===== src/rtl/stream_unlock_pkg.sv =====
// rtl/stream_unlock_pkg.sv - shared types and key helper for the stream unlock gate
package stream_unlock_pkg;

  typedef logic [7:0] byte_t;

  typedef enum logic {
    LOCKED   = 1'b0,
    UNLOCKED = 1'b1
  } gate_state_e;

  // Widest key the helper can address; keys are right-aligned in this width.
  localparam int unsigned KEY_MAX_BYTES = 32;

  // Byte i of a key_bytes-long key, byte 0 being the first one expected on the wire.
  function automatic byte_t key_byte(input logic [KEY_MAX_BYTES*8-1:0] key,
                                     input int unsigned key_bytes,
                                     input int unsigned i);
    return byte_t'(key >> ((key_bytes - 1 - i) * 8));
  endfunction

endpackage


===== src/rtl/stream_unlock_gate_if.sv =====
// rtl/stream_unlock_gate_if.sv - receive, command, banner, response and transmit streams of the gate
interface stream_unlock_gate_if;
  import stream_unlock_pkg::*;

  logic  s_rx_tvalid;
  logic  s_rx_tready;
  byte_t s_rx_tdata;

  logic  m_cmd_tvalid;
  logic  m_cmd_tready;
  byte_t m_cmd_tdata;

  logic  s_banner_tvalid;
  logic  s_banner_tready;
  byte_t s_banner_tdata;

  logic  s_resp_tvalid;
  logic  s_resp_tready;
  byte_t s_resp_tdata;

  logic  m_tx_tvalid;
  logic  m_tx_tready;
  byte_t m_tx_tdata;

  // The gate itself.
  modport master (
    input  s_rx_tvalid, s_rx_tdata, output s_rx_tready,
    output m_cmd_tvalid, m_cmd_tdata, input m_cmd_tready,
    input  s_banner_tvalid, s_banner_tdata, output s_banner_tready,
    input  s_resp_tvalid, s_resp_tdata, output s_resp_tready,
    output m_tx_tvalid, m_tx_tdata, input m_tx_tready
  );

  // The surrounding FIFO, Wishbone master, sources and transmitter.
  modport slave (
    output s_rx_tvalid, s_rx_tdata, input s_rx_tready,
    input  m_cmd_tvalid, m_cmd_tdata, output m_cmd_tready,
    output s_banner_tvalid, s_banner_tdata, input s_banner_tready,
    output s_resp_tvalid, s_resp_tdata, input s_resp_tready,
    input  m_tx_tvalid, m_tx_tdata, output m_tx_tready
  );

endinterface


===== src/rtl/stream_unlock_gate_key_matcher.sv =====
// rtl/stream_unlock_gate_key_matcher.sv - stream_key_matcher: tracks progress through the magic key
module stream_key_matcher
  import stream_unlock_pkg::*;
#(
  parameter int unsigned              KEY_BYTES = 15,
  parameter logic [KEY_BYTES*8-1:0]   KEY       = "#!manilamagic!#",
  localparam int unsigned             PW        = $clog2(KEY_BYTES + 1)
) (
  input  logic          clk,
  input  logic          sresetn,
  input  byte_t         in_byte,
  input  logic          in_valid,
  input  logic          clear,
  output logic [PW-1:0] progress,
  output logic          match
);

  localparam logic [KEY_MAX_BYTES*8-1:0] KEY_EXT = (KEY_MAX_BYTES*8)'(KEY);

  logic [PW-1:0] idx_q;
  logic [PW-1:0] idx_step;
  byte_t         expect_byte;
  byte_t         first_byte;

  // Next index for the incoming byte: advance, restart on the first key byte, or fall back to 0.
  // idx_q never reaches KEY_BYTES because a full match resets it.
  always_comb begin
    expect_byte = key_byte(KEY_EXT, KEY_BYTES, 32'(idx_q));
    first_byte  = key_byte(KEY_EXT, KEY_BYTES, 0);
    idx_step    = '0;
    if (in_byte == expect_byte) begin
      idx_step = idx_q + PW'(1);
    end else if (in_byte == first_byte) begin
      idx_step = PW'(1);
    end
  end

  assign match    = in_valid && !clear && (idx_step == PW'(KEY_BYTES));
  assign progress = idx_q;

  // Index register: cleared while unlocked and after a complete match.
  always_ff @(posedge clk or negedge sresetn) begin
    if (!sresetn) begin
      idx_q <= '0;
    end else if (clear) begin
      idx_q <= '0;
    end else if (in_valid) begin
      idx_q <= match ? '0 : idx_step;
    end
  end

endmodule


===== src/rtl/stream_unlock_gate.sv =====
// rtl/stream_unlock_gate.sv - magic-key gate for bootloader rx/cmd and tx muxing; UNLOCK_TIMEOUT_EN adds idle relock
module stream_unlock_gate
  import stream_unlock_pkg::*;
#(
  parameter int unsigned            KEY_BYTES      = 15,
  parameter logic [KEY_BYTES*8-1:0] KEY            = "#!manilamagic!#",
  parameter int unsigned            TIMEOUT_CYCLES = 50_000_000
) (
  input  logic                             clk,
  input  logic                             sresetn,
  stream_unlock_gate_if.master             bus,
  input  logic                             cmd_enable,
  input  logic                             lock_req,
  output logic                             unlocked,
  output logic                             unlock_pulse,
  output logic [$clog2(KEY_BYTES+1)-1:0]   key_progress
);

  gate_state_e state_q;
  gate_state_e state_d;
  logic        key_match;
  logic        timeout_hit;

  stream_key_matcher #(
    .KEY_BYTES (KEY_BYTES),
    .KEY       (KEY)
  ) u_matcher (
    .clk      (clk),
    .sresetn  (sresetn),
    .in_byte  (bus.s_rx_tdata),
    .in_valid ((state_q == LOCKED) && bus.s_rx_tvalid),
    .clear    (state_q == UNLOCKED),
    .progress (key_progress),
    .match    (key_match)
  );

`ifdef UNLOCK_TIMEOUT_EN
  localparam int unsigned TW = $clog2(TIMEOUT_CYCLES + 1);

  logic [TW-1:0] idle_q;
  logic          rx_hs;
  logic          tx_hs;

  assign rx_hs = bus.s_rx_tvalid && bus.s_rx_tready;
  assign tx_hs = bus.m_tx_tvalid && bus.m_tx_tready;

  assign timeout_hit = (state_q == UNLOCKED) && !rx_hs && !tx_hs &&
                       (idle_q == TW'(TIMEOUT_CYCLES - 1));

  // Idle counter: runs only while unlocked, restarts on any rx or tx handshake.
  always_ff @(posedge clk or negedge sresetn) begin
    if (!sresetn) begin
      idle_q <= '0;
    end else if ((state_q == LOCKED) || rx_hs || tx_hs || timeout_hit) begin
      idle_q <= '0;
    end else begin
      idle_q <= idle_q + TW'(1);
    end
  end
`else
  // Always 0 for any legal TIMEOUT_CYCLES (>= 1): without the counter only lock_req relocks.
  assign timeout_hit = (TIMEOUT_CYCLES == 0);
`endif

  // State register plus the one-cycle pulse on entry to UNLOCKED.
  always_ff @(posedge clk or negedge sresetn) begin
    if (!sresetn) begin
      state_q      <= LOCKED;
      unlock_pulse <= 1'b0;
    end else begin
      state_q      <= state_d;
      unlock_pulse <= (state_q == LOCKED) && (state_d == UNLOCKED);
    end
  end

  // Next state: unlock on a full key, relock on request or idle timeout.
  always_comb begin
    state_d = state_q;
    case (state_q)
      LOCKED:   if (key_match) state_d = UNLOCKED;
      UNLOCKED: if (lock_req || timeout_hit) state_d = LOCKED;
      default:  state_d = LOCKED;
    endcase
  end

  // Stream routing: swallow rx and show the banner while locked, pass rx/resp through while unlocked.
  always_comb begin
    bus.s_rx_tready     = 1'b1;
    bus.m_cmd_tvalid    = 1'b0;
    bus.m_cmd_tdata     = bus.s_rx_tdata;
    bus.m_tx_tvalid     = bus.s_banner_tvalid;
    bus.m_tx_tdata      = bus.s_banner_tdata;
    bus.s_banner_tready = bus.m_tx_tready;
    bus.s_resp_tready   = 1'b1;
    if (state_q == UNLOCKED) begin
      bus.s_rx_tready     = cmd_enable && bus.m_cmd_tready;
      bus.m_cmd_tvalid    = cmd_enable && bus.s_rx_tvalid;
      bus.m_tx_tvalid     = cmd_enable && bus.s_resp_tvalid;
      bus.m_tx_tdata      = bus.s_resp_tdata;
      bus.s_banner_tready = 1'b0;
      bus.s_resp_tready   = cmd_enable ? bus.m_tx_tready : 1'b1;
    end
  end

  assign unlocked = (state_q == UNLOCKED);

endmodule


===== src/flat_wrapper.sv =====
// flat-port wrapper written by rule: the top's interface ports become plain ports
module stream_unlock_gate_flat import stream_unlock_pkg::*;
#(
  parameter int unsigned            KEY_BYTES      = 15,
  parameter logic [KEY_BYTES*8-1:0] KEY            = "               ",
  parameter int unsigned            TIMEOUT_CYCLES = 50_000_000
)
  (clk, sresetn, cmd_enable, lock_req, unlocked, unlock_pulse, key_progress, bus_s_rx_tvalid, bus_s_rx_tdata, bus_s_rx_tready, bus_m_cmd_tvalid, bus_m_cmd_tdata, bus_m_cmd_tready, bus_s_banner_tvalid, bus_s_banner_tdata, bus_s_banner_tready, bus_s_resp_tvalid, bus_s_resp_tdata, bus_s_resp_tready, bus_m_tx_tvalid, bus_m_tx_tdata, bus_m_tx_tready);
  stream_unlock_gate_if bus_i ();
  input  logic clk;
  input  logic sresetn;
  input  logic cmd_enable;
  input  logic lock_req;
  output logic unlocked;
  output logic unlock_pulse;
  output logic [$clog2(KEY_BYTES+1)-1:0] key_progress;
  input wire logic [$bits(bus_i.s_rx_tvalid)-1:0] bus_s_rx_tvalid;
  input wire logic [$bits(bus_i.s_rx_tdata)-1:0] bus_s_rx_tdata;
  output wire logic [$bits(bus_i.s_rx_tready)-1:0] bus_s_rx_tready;
  output wire logic [$bits(bus_i.m_cmd_tvalid)-1:0] bus_m_cmd_tvalid;
  output wire logic [$bits(bus_i.m_cmd_tdata)-1:0] bus_m_cmd_tdata;
  input wire logic [$bits(bus_i.m_cmd_tready)-1:0] bus_m_cmd_tready;
  input wire logic [$bits(bus_i.s_banner_tvalid)-1:0] bus_s_banner_tvalid;
  input wire logic [$bits(bus_i.s_banner_tdata)-1:0] bus_s_banner_tdata;
  output wire logic [$bits(bus_i.s_banner_tready)-1:0] bus_s_banner_tready;
  input wire logic [$bits(bus_i.s_resp_tvalid)-1:0] bus_s_resp_tvalid;
  input wire logic [$bits(bus_i.s_resp_tdata)-1:0] bus_s_resp_tdata;
  output wire logic [$bits(bus_i.s_resp_tready)-1:0] bus_s_resp_tready;
  output wire logic [$bits(bus_i.m_tx_tvalid)-1:0] bus_m_tx_tvalid;
  output wire logic [$bits(bus_i.m_tx_tdata)-1:0] bus_m_tx_tdata;
  input wire logic [$bits(bus_i.m_tx_tready)-1:0] bus_m_tx_tready;
  assign bus_i.s_rx_tvalid = bus_s_rx_tvalid;
  assign bus_i.s_rx_tdata = bus_s_rx_tdata;
  assign bus_s_rx_tready = bus_i.s_rx_tready;
  assign bus_m_cmd_tvalid = bus_i.m_cmd_tvalid;
  assign bus_m_cmd_tdata = bus_i.m_cmd_tdata;
  assign bus_i.m_cmd_tready = bus_m_cmd_tready;
  assign bus_i.s_banner_tvalid = bus_s_banner_tvalid;
  assign bus_i.s_banner_tdata = bus_s_banner_tdata;
  assign bus_s_banner_tready = bus_i.s_banner_tready;
  assign bus_i.s_resp_tvalid = bus_s_resp_tvalid;
  assign bus_i.s_resp_tdata = bus_s_resp_tdata;
  assign bus_s_resp_tready = bus_i.s_resp_tready;
  assign bus_m_tx_tvalid = bus_i.m_tx_tvalid;
  assign bus_m_tx_tdata = bus_i.m_tx_tdata;
  assign bus_i.m_tx_tready = bus_m_tx_tready;
  stream_unlock_gate #(.KEY_BYTES(KEY_BYTES), .KEY(KEY), .TIMEOUT_CYCLES(TIMEOUT_CYCLES)) u_core (.clk(clk), .sresetn(sresetn), .bus(bus_i), .cmd_enable(cmd_enable), .lock_req(lock_req), .unlocked(unlocked), .unlock_pulse(unlock_pulse), .key_progress(key_progress));
endmodule

===== config.mk =====
export PLATFORM = sky130hd
export DESIGN_NAME = stream_unlock_gate_flat
export DESIGN_NICKNAME = d
export VERILOG_FILES = /design/src/rtl/stream_unlock_pkg.sv /design/src/rtl/stream_unlock_gate_if.sv /design/src/rtl/stream_unlock_gate_key_matcher.sv /design/src/rtl/stream_unlock_gate.sv /design/src/flat_wrapper.sv
export SDC_FILE = /design/constraint.sdc
export NUM_CORES = 1
export LEC_CHECK = 0
export ABC_AREA = 0
export CORE_MARGIN = 5
export CORE_UTILIZATION = 30
export DETAILED_ROUTE_END_ITERATION = 8
export PLACE_DENSITY = 0.8
export SYNTH_ARGS = -nofsm -noshare
export SYNTH_HDL_FRONTEND = slang
export SYNTH_SLANG_ARGS = --single-unit

===== constraint.sdc =====
create_clock -name clk -period 2.3 [get_ports clk]
set_clock_uncertainty 0.15 [all_clocks]
set_input_delay 0.46 -clock clk [delete_from_list [all_inputs] [get_ports clk]]
set_output_delay 0.46 -clock clk [all_outputs]
set_load 0.02 [all_outputs]

After elaboration in Yosys (flattened, before gate mapping)
Cells that the tools add are included.

Bits in registers: 6. Input bits: 33. Logic and storage cells: 34.

Add/subtract/negate cells: 2. Equality and inequality tests: 3. Shift-type cells: 1. Muxes and demuxes: 15. Bitwise logic cells: 1. Reductions and logical operators: 9.

Operators with widths (count): $shr A118 B32 Y8 const A (1); $mux W4 (4); $mux W1 (9); $eq A8 B6 Y1 const B (1); $eq A8 B8 Y1 (1); $mux W8 (1); $logic_and A1 B1 Y1 (7); $sub A4 B4 Y5 const A (1); $add A4 B1 Y4 const B (1); $eq A4 B4 Y1 const B (1); $pmux W1 S2 (1); $reduce_bool A2 Y1 (1); $logic_not A1 Y1 (1); $not A1 Y1 (1).

Depth between registers and ports, before layout
Gate-level depths: netlist of the first run.

Depth after elaboration: 9. Gate-level depth with buffers: 6. Gate-level depth less buffers: 6.

Modules after synthesis
From an unflattened synthesis of the first run, not the netlist that was laid out.

Cell total of the unflattened synthesis: 84. Area total of the unflattened synthesis: 743.2 um^2.

Modules (own cells, without submodules): stream_key_matcher (instances 1, cells each 52, area an instance 444.2 um^2, sequential area each 100.1 um^2); stream_unlock_gate (instances 1, cells each 32, area an instance 299.0 um^2, sequential area each 50.0 um^2).

Least setup slack after synthesis of the first run
OpenSTA, ideal clock, no wires.

Kind: register to register. Start point: reg u_core.u_matcher.idx_q[0] (netlist: u_core.u_matcher.progress[0]). End point: reg u_core.u_matcher.idx_q[1] (netlist: u_core.u_matcher.progress[1]). Library setup time: 0.121 ns. Arrival: 1.659 ns. Required time: 2.029 ns. Path slack: 0.370 ns. Stages on the path, launching flop included: 7. Buffers on the path: 0. Clock period less this slack: 1.930 ns. Cells stage by stage: dfrtp_1 -> ha_1 -> and2b_1 -> a21o_1 -> o211ai_2 -> nor2_1 -> a22o_1.

Word-level cells in the longest chain between the ends: 9.

Ends and longest elaborated chain: start: declaration (line stream_unlock_gate_key_matcher.sv:20) `logic [PW-1:0] idx_q;`; start signal: assignment (line stream_unlock_gate_key_matcher.sv:48) `idx_q <= match ? '0 : idx_step;`; $sub A4 B4 Y5 (line stream_unlock_pkg.sv:18) `return byte_t'(key >> ((key_bytes - 1 - i) * 8));`; $shr A118 B32 Y8 (line stream_unlock_pkg.sv:18); $eq A8 B8 Y1 (line stream_unlock_gate_key_matcher.sv:31) `if (in_byte == expect_byte) begin`; $mux W4 * (line stream_unlock_gate_key_matcher.sv:31); $eq A4 B4 Y1 (line stream_unlock_gate_key_matcher.sv:38) `assign match = in_valid && !clear && (idx_step == PW'(KEY_BYTES));`; $logic_and A1 B1 Y1 (line stream_unlock_gate_key_matcher.sv:38); $mux W4 * (line stream_unlock_gate_key_matcher.sv:48); $mux W4 * (line stream_unlock_gate_key_matcher.sv:47) `end else if (in_valid) begin`; $mux W4 * (line stream_unlock_gate_key_matcher.sv:45) `end else if (clear) begin`.

Mark *: on every way between the ends. The rest lies on a longest branch, timed or not. The select of a mux whose other input is x is not followed. A chain may end at the register's enable or synchronous reset.

Worst setup path after layout of the first run
Start point: in bus_s_resp_tdata[3]. End point: out bus_m_tx_tdata[3].

Word-level cells in the longest chain between the ends: 1.

Ends and longest elaborated chain: start: declaration (line flat_wrapper.sv:27) `input wire logic [$bits(bus_i.s_resp_tdata)-1:0] bus_s_resp_tdata;`; $mux W8 (line stream_unlock_gate.sv:95) `if (state_q == UNLOCKED) begin`; end: declaration (line flat_wrapper.sv:30) `output wire logic [$bits(bus_i.m_tx_tdata)-1:0] bus_m_tx_tdata;`.

Every way passes these cells.

==> results of run 1 <==
-- cells by family after synthesis --
family,after synthesis,share of synthesized area
AO/OA/AOI/OAI,14,0.175
multiplexers,8,0.142
buffers and inverters,14,0.144
AND/OR/NAND/NOR,26,0.264
adder cells (fa/ha/maj),2,0.0394
flip-flops,6,0.236
-- state kept, by name, summed over array words and instances, names as in the netlist --
register,flops
u_core.unlocked,1
u_core.unlock_pulse,1
u_core.u_matcher.progress,4
-- worst max-delay path, stage by stage --
cell and delay (ps):
clkdlybuf4s50_1 400, mux2_2 260, clkdlybuf4s50_1 540
-- path summary, 6_finish.rpt --
kind	startpoint	endpoint	cells after the start
worst min register to register	u_core.u_matcher.progress[3]	u_core.u_matcher.progress[3]	1
worst min-delay path	sresetn	u_core.u_matcher.progress[0]	1
max in group asynchronous	sresetn	u_core.unlocked	1
worst max register to register	u_core.u_matcher.progress[0]	u_core.u_matcher.progress[1]	6
worst max-delay path	bus_s_resp_tdata[3]	bus_m_tx_tdata[3]	3
min in group clk	u_core.u_matcher.progress[3]	u_core.u_matcher.progress[3]	1
-- layout by cell type (no fill, tap or decap), types with 2 or more instances in the layout --
cell type / synthesis / layout
dfrtp_1: 6 / 5
buf_4: 8 / 7
nor3_2: 2 / 2
clkbuf_4: 0 / 3
a211oi_1: 2 / 2
a21o_1: 4 / 4
dlymetal6s2s_1: 0 / 4
nand2b_1: 2 / 2
inv_1: 3 / 3
nand2_1: 6 / 6
ha_1: 2 / 2
nor2_1: 2 / 2
mux2_2: 8 / 8
nand3_1: 2 / 2
and3_1: 2 / 2
dlygate4sd2_1: 0 / 3
clkdlybuf4s50_1: 0 / 52
-- power by group through the flow --
| stage | Sequential [mW] | Combinational [mW] | Clock [mW] |
|---|---|---|---|
| after global routing | 0.106 | 0.141 | 0.104 |
| after CTS | 0.106 | 0.134 | 0.0990 |
| after floorplan | 0.108 | 0.0491 | 0 |
| final | 0.106 | 0.132 | 0.0920 |
| after global placement | 0.108 | 0.133 | 0 |
| after detailed placement | 0.108 | 0.135 | 0 |
-- per-stage QoR --
step                 util  TNS (ps)  worst slack (ps)  cell area, µm²  power (mW)
floorplan               -         0               370             636       0.157
global placement    0.610      -126             -83.1            1210       0.241
detailed placement  0.610      -242              -133            1210       0.242
CTS                 0.624         0              7.66            1240       0.339
global route        0.637         0              1.26            1260       0.351
finish              0.637         0              28.7            1260       0.331
-- metal layers --
layer / wire [µm] / part of all wire / vias up / global-route usage
met1: 915 / 0.45 / 316 / 0.172
li1: - / - / 364 / -
met2: 916 / 0.45 / 36 / 0.199
met4: 31 / 0.015 / 0 / 0.0610
met5: 0 / 0 / - / 0
met3: 168 / 0.083 / 4 / 0.0348
-- layout make-up --
class / count / area [µm²] / share of cell area
repair buffers: 66 / 649 / 0.514
multi-input cells: 50 / 394 / 0.312
flip-flops and latches: 6 / 151 / 0.120
well taps: 27 / 33.8 / 0.0268
clock buffers: 3 / 22.5 / 0.0178
inverters: 3 / 11.3 / 0.00892
-- what timing repair did --
action,CTS,global route
gates resized for setup,4,4
setup buffers,1,2
endpoints found under the setup margin,11,5
cloned,0,0
==> flow_summary.rst, run 1 <==
.. list-table::
   :header-rows: 1

   * - Metric
     - Value
   * - Average wire per standard cell
     - 13.1 µm
   * - Data arrival time of the critical path
     - 1660 ps
   * - Residual antenna-violating net count after detailed routing
     - 0
   * - Final critical-path share of the clock period
     - 0.988
   * - Overflow after GRT
     - 0
   * - Die Width
     - 56.0 µm
   * - Setup repair after global routing missed its margin
     - no
   * - Syn avg cell area
     - 9.08 µm²
   * - Sort of element at the start of the critical path
     - input port
   * - Clock insertion delay at the later pin of the skew report
     - 240 ps
   * - Slew of the pin with the lowest slew margin
     - 281 ps
   * - Required time at the endpoint of the critical path
     - 1690 ps
   * - Net Switching
     - 80.4 µW
   * - Overall fraction of global-route tracks in use
     - 0.131
   * - Floorplan die height
     - 56.0 µm
   * - Combinational share of power
     - 0.401
   * - Initial antenna violation count
     - 0
   * - Clock tree from TritonCTS
     - yes
   * - Number of placed cells counting well taps
     - 149
   * - Async set-or-reset flop fraction in the synthesized netlist
     - 1.00
   * - Via count of the first global-routing pass
     - 725
   * - Static leakage
     - 0.587 nW
   * - H-tree depth
     - 1
   * - Global-route wire length before repair
     - 3350 µm
   * - Synth top area cells
     - dfrtp_1, mux2_2, buf_4
   * - Final standard cell count with taps included and fillers excluded
     - 155
   * - Sequential share of power
     - 0.321
   * - DRC errors left
     - 0
   * - Placeable core region
     - 0.00198 mm²
   * - FF+latch count, synth
     - 6
   * - Fraction of power consumed by the clock network
     - 0.278
   * - Vias after detailed routing
     - 720
   * - Signed area change from the synthesized netlist to the final layout
     - 98.6%
   * - Count of buffers from port buffering
     - 59
   * - Number of distinct standard cells referenced by the synthesized netlist
     - 34
   * - Critical Path Sink Type
     - output pin
   * - DR iter-0 viols
     - 5
   * - EDFF count, synth
     - 0
   * - Area of the die
     - 0.00314 mm²
   * - Top cell types by occurrence after synthesis
     - buf_4, mux2_2, dfrtp_1, nand2_1, a21o_1
   * - Slew Limit Headroom
     - 0.812
   * - Fill cells
     - 164
   * - Pin count of the biggest net entering global routing
     - 13
   * - Number of max-cap violations
     - 0
   * - Floorplan row count
     - 16
   * - Final HPWL DP
     - 1670 µm
   * - Root buffer cell
     - clkbuf_4
   * - Leading area contributor after synthesis
     - dfrtp_1
   * - Number of max-slew violations in the final report
     - 0
   * - Sequential cell area fraction in the yosys report
     - 0.236
   * - Number of warnings printed during yosys synthesis
     - 0
   * - Placer Congestion
     - 0.749
   * - Final net count
     - 165
   * - Clock period minus final worst setup slack
     - 2270 ps
   * - Sinks on Clock Net
     - 6
   * - Average vias per placed instance
     - 4.65
   * - Layout cell share with drive strength beyond 1
     - 0.188
   * - Internal
     - 250 µW
   * - Worst min path class
     - in -> async
   * - Fraction of power spent switching nets
     - 0.243
   * - Kind of critical path
     - in -> out
   * - Total standard cell area after synthesis
     - 636 µm²
   * - Worst hold-check slack
     - 302 ps
   * - Outcome
     - complete, no violations
   * - Number of clock buffers inserted by TritonCTS
     - 3
   * - Power per cell area
     - 262 mW/mm²
   * - IO Count
     - 60
   * - Largest vdd supply drop
     - 0.249 mV
   * - Worst reg-to-reg setup slack
     - 300 ps
   * - Most instantiated flip-flop cell in the synthesis netlist
     - dfrtp_1
   * - Hold bufs inserted after CTS
     - 0
   * - Number of instances in the synthesized netlist
     - 70
   * - Maximum buffer depth of the clock tree
     - 2
   * - Reg clk slew, reported paths
     - 40 ps
   * - Net count after synthesis
     - 105
   * - Number of hold violations in the final report
     - 0
   * - Share of the synthesized area in the top cell type
     - 0.236
   * - Post-Route WL
     - 2030 µm
   * - Maximum fanout along the worst path
     - 1
   * - Inserted Diodes
     - 0
   * - Number of search-and-repair iterations in the first detailed-routing pass
     - 4
   * - Achievable frequency
     - 440 MHz
   * - Initial standard-cell utilization of the core
     - 0.321
   * - Final Setup Violations
     - 0
Power figures use the tool's default switching activity.
==> run 2: changes to the inputs <==
--- a/config.mk
+++ b/config.mk
@@ -8,6 +8,7 @@
 export ABC_AREA = 0
 export CORE_MARGIN = 5
 export CORE_UTILIZATION = 30
+export CTS_BUF_LIST = sky130_fd_sc_hd__clkbuf_8 sky130_fd_sc_hd__clkbuf_16
 export DETAILED_ROUTE_END_ITERATION = 8
 export PLACE_DENSITY = 0.8
 export SYNTH_ARGS = -nofsm -noshare
==> constraint.sdc (replaced) <==
create_clock -name clk -period 2.38 [get_ports clk]
set_clock_uncertainty 0.15 [all_clocks]
set_input_delay 0.476 -clock clk [delete_from_list [all_inputs] [get_ports clk]]
set_output_delay 0.476 -clock clk [all_outputs]
set_load 0.02 [all_outputs]
==> run 2 against run 1 <==
Effect of this change: first-iteration DRC count did not move; register-to-register slack improved by 80 ps; routed wire length rose by 0.89%; clock power rose by 63%; non-clock buffer count fell by 3; clock-buffer cell count did not move; combinational power barely moved; utilization fell by 0.76 points; die area did not move; cell area fell by 1.2%; largest cell class unchanged.
==> flow_summary.rst, run 2 (synthesis gave the netlist of run 1 again) <==
.. list-table::
   :header-rows: 1

   * - Metric
     - Value
   * - Achievable frequency
     - 433 MHz
   * - Worst min path class
     - in -> async
   * - Root buffer cell
     - clkbuf_8
   * - Max FFs per register
     - 4
   * - Reg clk slew, reported paths
     - 40 ps
   * - H-tree depth
     - 1
   * - DR iter-0 viols
     - 5
   * - Number of clock buffers inserted by TritonCTS
     - 3
   * - Sinks on Clock Net
     - 6
   * - Most frequent standard cell in the layout excluding fill and tap cells
     - clkdlybuf4s50_1
   * - Via count of the first global-routing pass
     - 723
   * - Final HPWL DP
     - 1700 µm
   * - Residual antenna-violating net count after detailed routing
     - 0
   * - Number of max-slew violations in the final report
     - 0
   * - Global-route wire length before repair
     - 3330 µm
   * - Worst hold-check slack
     - 337 ps
   * - Critical Path Sink Type
     - output pin
   * - Average vias per placed instance
     - 4.77
   * - Post-Route WL
     - 2050 µm
   * - Overflow after GRT
     - 0
   * - Hold bufs inserted after CTS
     - 0
   * - Layout cell share with drive strength beyond 1
     - 0.160
   * - Required time at the endpoint of the critical path
     - 1750 ps
   * - Number of placed cells counting well taps
     - 149
   * - Floorplan die height
     - 56.0 µm
   * - Number of search-and-repair iterations in the first detailed-routing pass
     - 4
   * - Maximum fanout along the worst path
     - 2
   * - Clock insertion delay at the later pin of the skew report
     - 220 ps
   * - Final standard cell count with taps included and fillers excluded
     - 152
   * - Power per cell area
     - 306 mW/mm²
   * - Average wire per standard cell
     - 13.5 µm
   * - Static leakage
     - 0.554 nW
   * - Number of hold violations in the final report
     - 0
   * - Data arrival time of the critical path
     - 1680 ps
   * - Outcome
     - complete, no violations
   * - Kind of critical path
     - in -> out
   * - Final critical-path share of the clock period
     - 0.970
   * - Vias after detailed routing
     - 725
   * - Signed area change from the synthesized netlist to the final layout
     - 96.3%
   * - IO Count
     - 60
   * - Logic depth of the worst register-to-register path
     - 6
   * - Slew of the pin with the lowest slew margin
     - 282 ps
   * - Placer Congestion
     - 0.735
   * - Largest vdd supply drop
     - 0.304 mV
   * - Initial antenna violation count
     - 0
   * - Maximum buffer depth of the clock tree
     - 2
   * - Final Setup Violations
     - 0
   * - Cts repair resizes
     - 3
   * - Most frequent cells in the layout
     - clkdlybuf4s50_1, mux2_2, nand2_1, dfrtp_1
   * - Sort of element at the start of the critical path
     - input port
   * - Clock tree from TritonCTS
     - yes
   * - Setup repair after global routing missed its margin
     - no
   * - Number of max-cap violations
     - 0
   * - Final net count
     - 162
   * - Die Width
     - 56.0 µm
   * - Placeable core region
     - 0.00198 mm²
   * - Inserted Diodes
     - 0
   * - Initial standard-cell utilization of the core
     - 0.321
   * - Slew Limit Headroom
     - 0.809
   * - Number of setup buffers added after CTS
     - 0
   * - Floorplan row count
     - 16
   * - Overall fraction of global-route tracks in use
     - 0.127
   * - DRC errors left
     - 0
   * - Count of buffers from port buffering
     - 59
   * - Clock period minus final worst setup slack
     - 2310 ps
   * - Pin count of the biggest net entering global routing
     - 12
   * - Area of the die
     - 0.00314 mm²
-- run 2: critical path, stage by stage --
cell and delay [ps]:
clkdlybuf4s50_1 470, nor2b_1 120, clkdlybuf4s50_1 620
-- run 2: path summary, 6_finish.rpt --
path | start | endpoint | slack (ps)
worst max register to register | u_core.u_matcher.progress[0] | u_core.u_matcher.progress[1] | 380
max in group asynchronous | sresetn | u_core.unlocked | 1540
worst min-delay path | sresetn | u_core.u_matcher.progress[3] | 340
min in group clk | u_core.u_matcher.progress[2] | u_core.u_matcher.progress[2] | 500
worst min register to register | u_core.u_matcher.progress[2] | u_core.u_matcher.progress[2] | 500
worst max-delay path | bus_m_tx_tready | bus_s_banner_tready | 70
-- run 2: where the power goes --
| part | switching [mW] | total [mW] | internal [mW] |
|---|---|---|---|
| Clock | 0.0417 | 0.150 | 0.108 |
| Sequential | 0.000166 | 0.103 | 0.103 |
| Combinational | 0.0459 | 0.129 | 0.0832 |
| Total | 0.0877 | 0.382 | 0.294 |
-- run 2: layout make-up --
| class | count | area, µm² |
|---|---|---|
| multi-input combinational | 50 | 394 |
| tap | 27 | 33.8 |
| clock buffer | 3 | 41.3 |
| fill | 163 | 734 |
| sequential | 6 | 150 |
| timing repair buffer | 63 | 617 |
| inverter | 3 | 11.3 |
-- run 2: per-layer routing --
metal	GRT usage	vias up	part of all wire	wire, µm
met1	0.155	325	0.43	874
met2	0.210	39	0.48	976
met4	0.0407	0	0.0024	5
met5	0	-	0	0
li1	-	359	-	-
met3	0.0418	2	0.093	191
-- run 2: metrics by stage --
| step | power, mW | worst slack (ps) | utilization | setup TNS (ps) | area [µm²] |
|---|---|---|---|---|---|
| finish | 0.382 | 71.3 | 0.629 | 0 | 1250 |
| global route | 0.396 | 22.4 | 0.629 | 0 | 1250 |
| CTS | 0.387 | 57.6 | 0.629 | 0 | 1250 |
| detailed placement | 0.235 | -42.1 | 0.610 | -78.3 | 1210 |
| global placement | 0.232 | -2.26 | 0.610 | -2.26 | 1210 |
| floorplan | 0.152 | 436 | - | 0 | 636 |
